### src/rtl/dmem_responder_if.sv
// Core-side data-memory port: the store strobe, address and store data
// driven by the memory stage, and the combinational load data returned.
interface dmem_responder_if;
  logic        memwrite;
  logic [31:0] addr;
  logic [31:0] writedata;
  logic [31:0] readdata;

  modport master (output memwrite, output addr, output writedata, input readdata);
  modport slave  (input memwrite, input addr, input writedata, output readdata);
endinterface

### src/rtl/dmem_responder.sv
// Data-memory responder for the MIPS memory stage.
// - Word-addressed RAM; upper address bits alias onto it.
// - 32-byte I/O window at IO_BASE holding CYCLE, LOAD, COUNT, CTRL and GPIO.
// - Loads are combinational. Stores commit on the rising clock edge.
// - The down-counting timer (LOAD/COUNT/CTRL, timer_irq) exists only when
//   DMEM_TIMER_EN is defined. Without it, those offsets read 0 and
//   timer_irq is tied low.
module dmem_responder #(
  parameter int          DEPTH_LOG2 = 6,
  parameter logic [31:0] IO_BASE    = 32'hFFFF_0000
) (
  input  logic              clk,
  input  logic              reset,
  dmem_responder_if.slave   bus,
  output logic [31:0]       gpio_out,
  output logic              timer_irq
);

  localparam int DEPTH = 1 << DEPTH_LOG2;

  localparam logic [2:0] OFF_CYCLE = 3'd0;
  localparam logic [2:0] OFF_LOAD  = 3'd1;
  localparam logic [2:0] OFF_COUNT = 3'd2;
  localparam logic [2:0] OFF_CTRL  = 3'd3;
  localparam logic [2:0] OFF_GPIO  = 3'd4;

  logic [31:0]           ram [DEPTH];
  logic                  io_sel;
  logic [2:0]            io_off;
  logic [DEPTH_LOG2-1:0] ram_idx;
  logic                  we;
  logic                  ram_we;
  logic [31:0]           rdata;
  logic [31:0]           cycle_q, cycle_d;
  logic [31:0]           gpio_q, gpio_d;
  logic                  unused_addr_lsb;

  assign io_sel          = (bus.addr[31:5] == IO_BASE[31:5]);
  assign io_off          = bus.addr[4:2];
  assign ram_idx         = bus.addr[DEPTH_LOG2+1:2];
  // A store seen while reset is held must not land anywhere, RAM included.
  assign we              = bus.memwrite & ~reset;
  assign ram_we          = we & ~io_sel;
  assign unused_addr_lsb = ^bus.addr[1:0];

  // RAM commits on the edge; it is deliberately not cleared by reset.
  always_ff @(posedge clk) begin
    if (ram_we) ram[ram_idx] <= bus.writedata;
  end

  // Next state for the free-running cycle counter and the GPIO register.
  always_comb begin
    cycle_d = cycle_q + 32'd1;
    gpio_d  = gpio_q;
    if (we && io_sel && io_off == OFF_GPIO) gpio_d = bus.writedata;
  end

  // Cycle counter and GPIO registers.
  always_ff @(posedge clk or posedge reset) begin
    if (reset) begin
      cycle_q <= '0;
      gpio_q  <= '0;
    end else begin
      cycle_q <= cycle_d;
      gpio_q  <= gpio_d;
    end
  end

  assign gpio_out = gpio_q;

`ifdef DMEM_TIMER_EN
  logic [31:0] load_q, load_d;
  logic [31:0] count_q, count_d;
  logic        en_q, en_d;
  logic        auto_q, auto_d;
  logic        exp_q, exp_d;
  logic        ie_q, ie_d;
  logic        tick;
  logic        expire;
  logic        wr_load;
  logic        wr_ctrl;
  logic [31:0] ctrl_rd;

  assign wr_load = we && io_sel && (io_off == OFF_LOAD);
  assign wr_ctrl = we && io_sel && (io_off == OFF_CTRL);
  assign tick    = en_q && (count_q != 32'd0);
  assign expire  = tick && (count_q == 32'd1);

  // Timer step first, then register writes override it, so a written
  // LOAD or EN wins over the timer's own update. EXP set beats W1C.
  always_comb begin
    load_d  = load_q;
    count_d = count_q;
    en_d    = en_q;
    auto_d  = auto_q;
    ie_d    = ie_q;
    if (tick) begin
      if (expire) begin
        if (auto_q) begin
          count_d = load_q;
        end else begin
          count_d = 32'd0;
          en_d    = 1'b0;
        end
      end else begin
        count_d = count_q - 32'd1;
      end
    end
    exp_d = (exp_q & ~(wr_ctrl & bus.writedata[2])) | expire;
    if (wr_load) begin
      load_d  = bus.writedata;
      count_d = bus.writedata;
    end
    if (wr_ctrl) begin
      en_d   = bus.writedata[0];
      auto_d = bus.writedata[1];
      ie_d   = bus.writedata[3];
    end
  end

  // Timer registers.
  always_ff @(posedge clk or posedge reset) begin
    if (reset) begin
      load_q  <= '0;
      count_q <= '0;
      en_q    <= 1'b0;
      auto_q  <= 1'b0;
      exp_q   <= 1'b0;
      ie_q    <= 1'b0;
    end else begin
      load_q  <= load_d;
      count_q <= count_d;
      en_q    <= en_d;
      auto_q  <= auto_d;
      exp_q   <= exp_d;
      ie_q    <= ie_d;
    end
  end

  assign ctrl_rd   = {28'd0, ie_q, exp_q, auto_q, en_q};
  assign timer_irq = exp_q & ie_q;
`else
  assign timer_irq = 1'b0;
`endif

  // Load data mux; reads see pre-edge state, so a same-cycle store is not visible.
  always_comb begin
    rdata = '0;
    if (io_sel) begin
      case (io_off)
        OFF_CYCLE: rdata = cycle_q;
`ifdef DMEM_TIMER_EN
        OFF_LOAD:  rdata = load_q;
        OFF_COUNT: rdata = count_q;
        OFF_CTRL:  rdata = ctrl_rd;
`endif
        OFF_GPIO:  rdata = gpio_q;
        default:   rdata = '0;
      endcase
    end else begin
      rdata = ram[ram_idx];
    end
  end

  assign bus.readdata = rdata;

endmodule
### src/flat_wrapper.sv
// flat-port wrapper written by rule: the top's interface ports become plain ports
module dmem_responder_flat 
#(
  parameter int          DEPTH_LOG2 = 6,
  parameter logic [31:0] IO_BASE    = 32'hFFFF_0000
)
  (clk, reset, gpio_out, timer_irq, bus_memwrite, bus_addr, bus_writedata, bus_readdata);
  dmem_responder_if bus_i ();
  input  logic clk;
  input  logic reset;
  output logic [31:0] gpio_out;
  output logic timer_irq;
  input wire logic [$bits(bus_i.memwrite)-1:0] bus_memwrite;
  input wire logic [$bits(bus_i.addr)-1:0] bus_addr;
  input wire logic [$bits(bus_i.writedata)-1:0] bus_writedata;
  output wire logic [$bits(bus_i.readdata)-1:0] bus_readdata;
  assign bus_i.memwrite = bus_memwrite;
  assign bus_i.addr = bus_addr;
  assign bus_i.writedata = bus_writedata;
  assign bus_readdata = bus_i.readdata;
  dmem_responder #(.DEPTH_LOG2(DEPTH_LOG2), .IO_BASE(IO_BASE)) u_core (.clk(clk), .reset(reset), .bus(bus_i), .gpio_out(gpio_out), .timer_irq(timer_irq));
endmodule
### config.mk
export PLATFORM = sky130hd
export DESIGN_NAME = dmem_responder_flat
export DESIGN_NICKNAME = d
export VERILOG_FILES = /design/src/rtl/dmem_responder_if.sv /design/src/rtl/dmem_responder.sv /design/src/flat_wrapper.sv
export SDC_FILE = /design/constraint.sdc
export NUM_CORES = 2
export LEC_CHECK = 0
export ABC_AREA = 0
export BUFFER_PORTS_ARGS = -buffer_cell sky130_fd_sc_hd__buf_2
export CAP_MARGIN = 20
export CORE_MARGIN = 1.5
export CORE_UTILIZATION = 27
export CTS_CLUSTER_SIZE = 28
export DETAILED_ROUTE_END_ITERATION = 10
export PLACE_DENSITY = 0.42
export SYNTH_ARGS = -nofsm -noshare
export SYNTH_HDL_FRONTEND = slang
export SYNTH_SLANG_ARGS = --single-unit
### constraint.sdc
create_clock -name clk -period 7 [get_ports clk]
set_input_delay 0.35 -clock clk [delete_from_list [all_inputs] [get_ports clk]]
set_output_delay 0.35 -clock clk [all_outputs]
set_load 0.05 [all_outputs]
Yosys cells after proc, flatten, opt, wreduce, memory -nomap -nowiden
Memories as Yosys holds them, arrays and structs flattened. Index checks and enable logic that the tools add are counted.

Logic and storage cells: 17. Memories: 1. Output and inout port bits: 65. Bits in writable memories: 2048. Flip-flop bits (word level): 64.

Memories: u_core.ram (words 64, bits a word 32, rd ports 1, clocked after Yosys merged registers in 0, write ports 1, RTL line dmem_responder.sv:27) `logic [31:0] ram [DEPTH];`.

$add $sub $neg: 1. Bitwise gates (word level): 4. Equal/unequal tests: 2. Mux-type cells: 4. Reduce and logical (&&, ||, !) cells: 3.

Operators by type and width (count): $pmux 32 s2 (1); $add 32x1->32 const B (1); $mux 32 (1); $eq 27x27->1 const B (1); $eq 3x3->1 const B (1); $logic_not 3->1 (1); $and 1x1->1 (2); $logic_and 1x1->1 (2); $mux 1 (2); $not 1->1 (2).

Logic depth before layout (Yosys ltp)
Depth after elaboration: 5. Depth in mapped cells: 12.

Least setup slack after synthesis
No wires, ideal clock.

Kind: input-to-reg. Start: in bus_addr[2]. End: mem u_core.ram[48][0], enable pin. Stages: 8. Slack: 2629 ps. Data required time: 6539 ps. Arrival time: 3910 ps. Path buffers: 7. Cells stage by stage: buf_2 buf_2 buf_2 buf_2 buf_2 buf_2 buf_1 nor3_1.

RTL lines: from (decl) (RTL line flat_wrapper.sv:14) `input wire logic [$bits(bus_i.addr)-1:0] bus_addr;`; to (decl) (RTL line dmem_responder.sv:27).

No word-level cell before the write port.

Final worst setup path
Start: in bus_addr[3]. End: out bus_readdata[28].

Word-level cells in the longest chain between the ends: 3. Elaborated cells on any way between the ends: 5. Classes of those cells: eq/ne: 1; mux: 2; reduce/logical: 1; memory: 1.

Ends and longest elaborated chain: parallel branches: the longest is 2 deep, another holds $mem_v2 64x32; $mux 32 * (RTL line dmem_responder.sv:149) `if (io_sel) begin`; to (decl) (RTL line flat_wrapper.sv:16) `output wire logic [$bits(bus_i.readdata)-1:0] bus_readdata;`.

Every way passes the cells marked *.

==> impl_metrics.yaml <==
synth:
  synthesis.area_um2: 81300
  synthCells: 4412
  syn-mean-instance-area_um2: 18.4
  synth_top_family_by_area: "multiplexers"
  synthMuxAreaShare_pct: 10.1
  ys.flop_type: "edfxtp_1"
  async_reset_ff_share_pct: 3.03
  synthXorXnorAreaFrac_pct: 0.323
  synth_top_cell_by_area: "edfxtp_1"
  ys_seq_area_share_pct: 77.6
  synth_top_area_share_pct: 75.6
  ys_ff_latch: 2112
  synth_area_leaders: "edfxtp_1, mux2i_1, mux4_2, dfrtp_1, a221oi_1"
  synth_edf_count: 2048
  syn-num-nets: 4480
  synth_compound_area_share_pct: 7.84
  synth_warnings: 0
  yosys.area_share.simple_pct: 2.57
  synth.distinct_cells: 62
  synthAdderAreaFrac_pct: 0.0154
clock_network:
  clockBufferDepth: 3
  postCtsSetupRepairBufs: 0
  clock_latency_ps: 860
  cts_num_sinks: 2112
  root_buffer: "clkbuf_16"
  htreeDepth: 4
  tritoncts: "built"
  cts_buffers: 225
  clk_pin_slew_worst_paths_ps: 60
sta:
  finalHoldViolations: 0
  period_needed_ps: 5430
  finalClockSkew_ps: 12.0
  fmax_ghz: 0.184
  setup-tns-final_ps: 0
  slew_viol_final: 0
  period_share_pct: 77.6
  slew_headroom_pct: 17.6
  max_slew.worst_pin.slew_ps: 1240
  rsz0062_at_grt: "false"
  setup_viol: 0
global_route:
  grt_overflow: 0
  grt_max_degree: 77
  grt_pass1_vias: 44900
  antenna_found_initial: 38
  grt_pass1_wl_mm: 418
  track_usage_pct: 20.3
critical_path:
  worstPathArrival_ps: 5080
  critPathKind: "input port to output port"
  cp.required_ps: 6650
  endpoint_kind: "output port"
  path_cells: "buf_8 > buf_12 > nor2b_4 > buf_12 > a22oi_1 > and3_1 > a2111oi_0 > buf_4 > nand3_1 > nor4_1 > buf_4 > nor2_1 > buf_2"
  slowest_stage: "nor2b_4"
  worstSetupStartpointType: "input port"
  crit_fanout: 51
  cpPeakStageDelay_ps: 670
  worst-path-buf-inv: 6
  cpLargestDelayFamily: "simple AND/OR/NAND/NOR gates"
layout:
  fin_area_um2: 95400
  final_layout_size_suffix_gt1_share_pct: 20.9
  nets: 4801
  area_delta_synth_final_pct: 17.3
detailed_routing:
  drt_wl_total_mm: 315
  ant_nets: 0
  drt-vias-per-instance: 5.25
  first_pass_iters: 6
  first_iter_violations: 6248
  wire_per_inst_um: 35.5
  drc: 0
  num_vias: 46700
placed_design:
  place_area_um2: 88500
  port_buffers: 128
  place.gp.congestion: 0.842
  hpwl_mm: 188
floorplan:
  ios: 132
  die_x_um: 552
  die_h_um: 552
  rows: 201
  initial_core_util_pct: 27.1
  die-area_um2: 305000
  coreArea_um2: 300000
pwr:
  power-per-cell-area_nw_per_um2: 284
  leakagePower_nw: 30.8
  power.total_w: 0.0271
  vdd_drop_max_mv: 0.228
hold_path:
  hp-class: "input port to flop"
job:
  cap_violations: 0
run_status:
  status: "finished clean"
[worst paths after layout]
path	cells after the start	slack, ps	start	end
worst max register to register	7	4680	u_core.cycle_q[9]	u_core.cycle_q[27]
min in group asynchronous	4	310	reset	u_core.gpio_out[31]
worst max-delay path	13	1570	bus_addr[3]	bus_readdata[28]
worst min register to register	1	490	u_core.cycle_q[31]	u_core.cycle_q[31]
worst min-delay path	1	40	bus_writedata[6]	u_core.ram[43][6]
max in group asynchronous	4	6120	reset	u_core.cycle_q[4]
[cell usage after synthesis (5+ instances only)]
master and n:
a2111oi_0 10, a211oi_1 12, a21oi_1 136, a221o_1 38
a221oi_1 161, a222oi_1 12, a22o_1 51, a22oi_1 165
a311oi_1 10, a31oi_1 33, and2_1 5, and3_1 20
buf_1 37, buf_2 87, clkbuf_1 167, dfrtp_1 64
edfxtp_1 2048, inv_1 6, mux2_1 30, mux2_2 103
mux2i_1 339, mux4_2 148, nand2_1 103, nand3_1 57
nand4_1 20, nor2_1 164, nor2b_1 7, nor3_1 23
nor3b_1 5, nor4_1 14, o211ai_1 10, o21ai_0 128
o221ai_1 10, o22a_1 7, o22ai_1 100, xnor2_1 25
xor2_1 5
[power breakdown]
group / total [W] / switching [W] / internal [W] / leakage [nW]
Clock: 0.0113 / 0.00502 / 0.00631 / 3.33
Sequential: 0.0139 / 0.00000995 / 0.0139 / 19.3
Combinational: 0.00184 / 0.00139 / 0.000452 / 8.14
Total: 0.0271 / 0.00642 / 0.0207 / 30.8
[metrics by stage]
stage / util, % / worst slack, ps / instances / hold slack [ps]
final: 31.8 / 1570 / 8883 / 43.0
after CTS: 31.8 / 1720 / 8871 / 0.0717
after global placement: 29.5 / 1560 / 8453 / 479
after floorplan: - / 2630 / 4412 / 446
after detailed placement: 29.5 / 1760 / 8458 / 472
after global routing: 31.8 / 1740 / 8874 / 7.67
[timing repair]
action / 4_1_cts / 5_1_grt
hold buffers: 5 / 0
gates resized for setup: 0 / 0
hold endpoints to repair: 123 / 0
[registers in the layout (all words and copies together), names as in the netlist]
signal           cells
u_core.cycle_q      32
u_core.ram        2048
u_core.gpio_out     32
[routing by layer]
layer | wire length [um] | vias to the layer above | GRT usage, %
li1 | - | 18900 | -
met1 | 136000 | 25400 | 28.1
met2 | 147000 | 1944 | 32.4
met3 | 21800 | 376 | 3.60
met4 | 10700 | 8 | 6.40
met5 | 47 | - | 0
[final cells by class]
class                      instances  area, um^2
antenna                           11        27.5
fill                           29100      204000
multi-input combinational       1998       17600
tap                             3958        4950
clock buffer                     286        5970
clock inverter                   122         862
inverter                           6        30.0
sequential                      2112       63100
timing repair buffer             390        2880
[layout by cell type, fill, tap and decap left out, types with 11 or more instances in the layout]
cell type,instances
a221oi_1,161
clkbuf_16,229
mux2_2,103
nand2_1,99
buf_12,18
a22o_1,51
xnor2_1,25
nor2_4,59
edfxtp_1,2048
a211oi_1,12
a222oi_1,12
clkbuf_1,54
mux2i_1,339
o22ai_1,100
nor2_1,104
dfrtp_1,64
nor4_1,11
mux4_2,148
o21ai_0,126
nand4_1,20
buf_2,123
nor3_1,12
diode_2,11
a22oi_1,165
nand3_1,56
nor3_2,11
clkinv_2,29
buf_4,241
mux2_1,30
a31oi_1,33
a21oi_1,136
clkinv_1,72
a221o_1,38
and3_1,19
[kinds of logic (layout without fill, tap and decap cells)]
group / after synthesis / in the layout
AO/OA/AOI/OAI: 899 / 899
XOR/XNOR: 30 / 30
adder cells (fa/ha/maj): 1 / 1
buffers and inverters: 302 / 804
flip-flops: 2112 / 2112
multiplexers: 620 / 620
other: 1 / 12
AND/OR/NAND/NOR: 447 / 447
Power figures use the tool's default switching activity.
